## config.mk

```make
export PLATFORM = sky130hd
export DESIGN_NAME = bist_sequencer
export DESIGN_NICKNAME = d
export VERILOG_FILES = /design/src/rtl/bist_sequencer.sv
export SDC_FILE = /design/constraint.sdc
export NUM_CORES = 1
export LEC_CHECK = 0
export CAP_MARGIN = 20
export CORE_MARGIN = 1.5
export CORE_UTILIZATION = 45
export DETAILED_ROUTE_END_ITERATION = 10
export PLACE_DENSITY = 0.68
export SLEW_MARGIN = 0
export SYNTH_ARGS = -nofsm -noshare
export SYNTH_HDL_FRONTEND = slang
export SYNTH_SLANG_ARGS = --single-unit
```

## constraint.sdc

```tcl
create_clock -name CLK -period 4.8 [get_ports CLK]
set_input_delay 0.48 -clock CLK [delete_from_list [all_inputs] [get_ports CLK]]
set_output_delay 0.48 -clock CLK [all_outputs]
set_load 0.03 [all_outputs]
```

## src/rtl/bist_sequencer.sv

```systemverilog
// rtl/bist_sequencer.sv - scan-BIST schedule sequencer: seed, shift/capture rounds, unload, signature strobe
module bist_sequencer #(
   parameter int  CHAIN_LEN    = 24,
   parameter int  NUM_PATTERNS = 1000,
   localparam int SC_W         = $clog2(CHAIN_LEN),
   localparam int PC_W         = $clog2(NUM_PATTERNS + 1)
) (
   input  logic            CLK,
   input  logic            RST,
   input  logic            START,
   output logic            SCAN_EN,
   output logic            SEED,
   output logic            LFSR_EN,
   output logic            MISR_CLR,
   output logic            MISR_EN,
   output logic            FINISH,
   output logic            BIST_END,
   output logic            BUSY,
   output logic [PC_W-1:0] PAT_CNT
);

   typedef enum logic [2:0] {
      S_IDLE    = 3'd0,
      S_INIT    = 3'd1,
      S_SHIFT   = 3'd2,
      S_CAPTURE = 3'd3,
      S_UNLOAD  = 3'd4,
      S_FINISH  = 3'd5,
      S_DONE    = 3'd6
   } state_t;

   state_t          state;
   state_t          state_nxt;
   logic            start_d;
   logic            rise;
   logic [SC_W-1:0] shift_cnt;
   logic            shift_last;
   logic            pat_last;
   logic            pat_full;

   logic scan_en_nxt;
   logic seed_nxt;
   logic lfsr_en_nxt;
   logic misr_clr_nxt;
   logic misr_en_nxt;
   logic finish_nxt;
   logic bist_end_nxt;
   logic busy_nxt;

   assign rise       = START & ~start_d;
   assign shift_last = (shift_cnt == SC_W'(CHAIN_LEN - 1));
   assign pat_last   = (PAT_CNT == PC_W'(NUM_PATTERNS - 1));
   assign pat_full   = (PAT_CNT == PC_W'(NUM_PATTERNS));

   // Next-state selection; dropping START aborts any active phase before FINISH
   always_comb begin
      state_nxt = S_IDLE;
      case (state)
         S_IDLE:    state_nxt = rise ? S_INIT : S_IDLE;
         S_INIT:    state_nxt = START ? S_SHIFT : S_IDLE;
         S_SHIFT: begin
            if (!START)          state_nxt = S_IDLE;
            else if (shift_last) state_nxt = S_CAPTURE;
            else                 state_nxt = S_SHIFT;
         end
         S_CAPTURE: begin
            if (!START)        state_nxt = S_IDLE;
            else if (pat_last) state_nxt = S_UNLOAD;
            else               state_nxt = S_SHIFT;
         end
         S_UNLOAD: begin
            if (!START)          state_nxt = S_IDLE;
            else if (shift_last) state_nxt = S_FINISH;
            else                 state_nxt = S_UNLOAD;
         end
         S_FINISH:  state_nxt = S_DONE;
         S_DONE:    state_nxt = START ? S_DONE : S_IDLE;
         default:   state_nxt = S_IDLE;
      endcase
   end

   // Moore decode of the upcoming state so the output flops line up with the state register
   always_comb begin
      scan_en_nxt  = 1'b0;
      seed_nxt     = 1'b0;
      lfsr_en_nxt  = 1'b0;
      misr_clr_nxt = 1'b0;
      misr_en_nxt  = 1'b0;
      finish_nxt   = 1'b0;
      bist_end_nxt = 1'b0;
      busy_nxt     = 1'b0;
      case (state_nxt)
         S_INIT: begin
            seed_nxt     = 1'b1;
            misr_clr_nxt = 1'b1;
            busy_nxt     = 1'b1;
         end
         S_SHIFT: begin
            scan_en_nxt = 1'b1;
            lfsr_en_nxt = 1'b1;
            misr_en_nxt = 1'b1;
            busy_nxt    = 1'b1;
         end
         S_CAPTURE: begin
            lfsr_en_nxt = 1'b1;
            misr_en_nxt = 1'b1;
            busy_nxt    = 1'b1;
         end
         S_UNLOAD: begin
            scan_en_nxt = 1'b1;
            misr_en_nxt = 1'b1;
            busy_nxt    = 1'b1;
         end
         S_FINISH: begin
            finish_nxt = 1'b1;
            busy_nxt   = 1'b1;
         end
         S_DONE:  bist_end_nxt = 1'b1;
         default: ;
      endcase
   end

   // State, registered outputs and the shift/pattern counters
   always_ff @(posedge CLK or negedge RST) begin
      if (!RST) begin
         state     <= S_IDLE;
         start_d   <= 1'b0;
         shift_cnt <= '0;
         PAT_CNT   <= '0;
         SCAN_EN   <= 1'b0;
         SEED      <= 1'b0;
         LFSR_EN   <= 1'b0;
         MISR_CLR  <= 1'b0;
         MISR_EN   <= 1'b0;
         FINISH    <= 1'b0;
         BIST_END  <= 1'b0;
         BUSY      <= 1'b0;
      end else begin
         state    <= state_nxt;
         start_d  <= START;
         SCAN_EN  <= scan_en_nxt;
         SEED     <= seed_nxt;
         LFSR_EN  <= lfsr_en_nxt;
         MISR_CLR <= misr_clr_nxt;
         MISR_EN  <= misr_en_nxt;
         FINISH   <= finish_nxt;
         BIST_END <= bist_end_nxt;
         BUSY     <= busy_nxt;
         case (state)
            S_IDLE: shift_cnt <= '0;
            S_INIT: begin
               shift_cnt <= '0;
               PAT_CNT   <= '0;
            end
            // shift_cnt serves both the per-pattern shift and the final unload
            S_SHIFT, S_UNLOAD: begin
               if (shift_last) shift_cnt <= '0;
               else            shift_cnt <= shift_cnt + 1'b1;
            end
            // The capture that is in flight still counts even if START drops in it
            S_CAPTURE: begin
               if (!pat_full) PAT_CNT <= PAT_CNT + 1'b1;
            end
            default: ;
         endcase
      end
   end

endmodule

```

==> flow_metrics.tcl <==
set metrics [dict create \
    crit_path_max_incr_delay_ns 0.67 \
    irDropWorstVdd_mv 0.126 \
    tightestPinTransition_ns 0.832 \
    gp_congestion 0.815 \
    worstPathCellList "nor3b_4, nor2_1, or4_1, a21oi_1" \
    synthArstFlopShare 1.00 \
    startpoint "state[2]" \
    dr.pass1.iters 4 \
    crit_cells 4 \
    cp.required_ns 5.04 \
    worstSkewPairLatency_ns 0.31 \
    syn2layout_area_growth_pct 16.5 \
    rsz0062_at_grt "no" \
    endpoint "PAT_CNT[9]" \
    antenna_found_initial 0 \
    cp_num_buf_inv 0 \
    synth_area_sq_mm 0.00141 \
    cp_top_family "simple AND/OR/NAND/NOR gates" \
    yosysTopAreaCell "dfrtp_1" \
    nets 175 \
    clkTransAtPathRegs_ns 0.13 \
    post_route_cells_drive_above_1_share 0.0599 \
    cts_root_buf "clkbuf_4" \
    timing.rr.start "state[2]" \
    synthTopCellsByArea "dfrtp_1 46%, nand2_1 4.3%, a21oi_1 3.2%, or4_1 3.2%, nand3_1 2.8%" \
    rows 20 \
    final_core_util 0.547 \
    synth_fp_nets 157 \
    post-cts-setup-buffer-count 0 \
    grt_max_degree 27 \
    ys_warn_count 0 \
    synth-edff-count 0 \
    htreeDepth 1 \
    core_region_area_sq_mm 0.00300 \
    cts_inserted_buffers 3 \
    fillCellCount 274 \
    start_util 0.469 \
    ys_seq_area_frac 0.462 \
    regArea_sq_um 651 \
    rrSetupSlack_ns 2.74 \
    hold_viol_final 0 \
    postCtsResizedCells 0 \
    grtUsageTotal 0.182 \
    drtIter0Drc 81 \
    grt_overflow 0 \
    hold_buffers 0 \
    layout_setup_ws_ns 2.74 \
    grt_pass1_wl_um 4840 \
    setup_viol 0 \
    wirelength_um 2940 \
    synth_common_cells "26 x dfrtp_1, 16 x nand2_1, 10 x nor2_1" \
    ys_seq_elements 26 \
    slew_viol_final 0 \
    fin_crit_ns 2.06 \
    cts_sinks 26 \
    grt_pass1_vias 1068 \
    syn_inst 151 \
    clock_skew_ns 0.00229 \
    synth_ff_type "dfrtp_1" \
    maxCapViolCount 0 \
    hold_slack_ns 0.468 \
    endpoint_kind "register" \
    r2r_end "PAT_CNT[9]" \
    n_antenna_cell 0 \
    drc 0 \
    reg2reg_depth 4 \
    leakage_nw 0.682 \
    hpwlAfterDp_um 2020 \
    die-area_sq_mm 0.00348 \
    start_kind "register" \
    yosysUniqueCellTypes 39 \
    post-route-period-util 0.428 \
    powerDensity_mw_per_mm2 270 \
    relSlewSlack 0.442 \
    outcome "finished clean" \
    dpl_worst_slack_ns 2.81 \
    avgSynthCellArea_sq_um 9.33 \
    final.setup.tns_ns 0 \
    port-buffer-count 20 \
    yosysMostFrequentCell "dfrtp_1" \
    hold_path_class "register to register" \
    vias 1186 \
    critPathSlowestCell "dfrtp_1" \
    wl_per_cell_um 14.7 \
    die_x_um 59.0 \
    dieHeight_um 59.0 \
    multiInputGateArea_sq_um 693 \
    io_pins 21 \
    max_freq_mhz 486 \
    cts_tree "done" \
    antenna_left 0 \
    crit_arrival_ns 2.30 \
    crit_fanout 23 \
    synth_top_cell_area_share 0.462 \
    via_per_inst 5.93 \
    p_total_mw 0.443 \
    crit_type "register to register" \
    cts.path.max_buffers 2 \
]
-- where the power goes --
part	switching [mW]	leakage (nW)	internal, mW	total, mW
combinational	0.0580	0.315	0.0398	0.0977
clock	0.0603	0.0138	0.0293	0.0896
sequential	0.0224	0.353	0.233	0.256
-- worst min-delay path by stage --
stage,startpoint,to,slack (ns),depth (start not counted)
2_1_floorplan,RST,BIST_END,0.18,0
3_3_place_gp,start_d,MISR_CLR,0.46,1
3_5_place_dp,start_d,MISR_CLR,0.45,1
4_1_cts,start_d,MISR_CLR,0.47,1
5_1_grt,start_d,MISR_CLR,0.49,1
6_report,start_d,MISR_CLR,0.47,1
-- cell type report --
type,count,share of cell area
Tap cell,33,0.0252
Inverter,7,0.0160
Timing Repair Buffer,21,0.127
Sequential cell,26,0.396
Clock buffer,3,0.0137
Multi-Input combinational cell,110,0.422
-- state kept, by name, summed over array words and instances (netlist names) --
register,cells
PAT_CNT,10
MISR_CLR,1
FINISH,1
MISR_EN,1
state,3
BIST_END,1
shift_cnt,5
SCAN_EN,1
LFSR_EN,1
BUSY,1
start_d,1
-- cell families after synthesis --
kind of cell             synth area share
AO/OA/AOI/OAI                       0.147
XOR/XNOR                          0.00622
adder cells (fa/ha/maj)            0.0338
buffers and inverters              0.0462
flip-flops                          0.462
multiplexers                       0.0222
AND/OR/NAND/NOR                     0.283
-- per-layer routing --
metal,GRT usage,up-vias,part of all wire
li1,-,578,-
met1,0.268,575,0.49
met2,0.275,29,0.46
met3,0.0220,4,0.033
met4,0.0649,0,0.013
met5,0,-,0
-- through the flow --
step | std cells | instance area (sq um)
2_1_floorplan | 151 | 1410
6_report | 200 | 1640
5_1_grt | 200 | 1640
3_5_place_dp | 197 | 1620
4_1_cts | 200 | 1640
3_3_place_gp | 197 | 1620
-- cell usage in the layout (no fill, tap or decap), types with 5 or more instances in the layout --
cell	count
dfrtp_1	26
clkdlybuf4s50_1	20
o21ai_0	7
or4_1	6
nand3_1	8
o211ai_1	5
a21oi_1	9
inv_1	7
nand2_1	16
nor2_1	10
No activity file was read; power rests on OpenSTA's default activity.
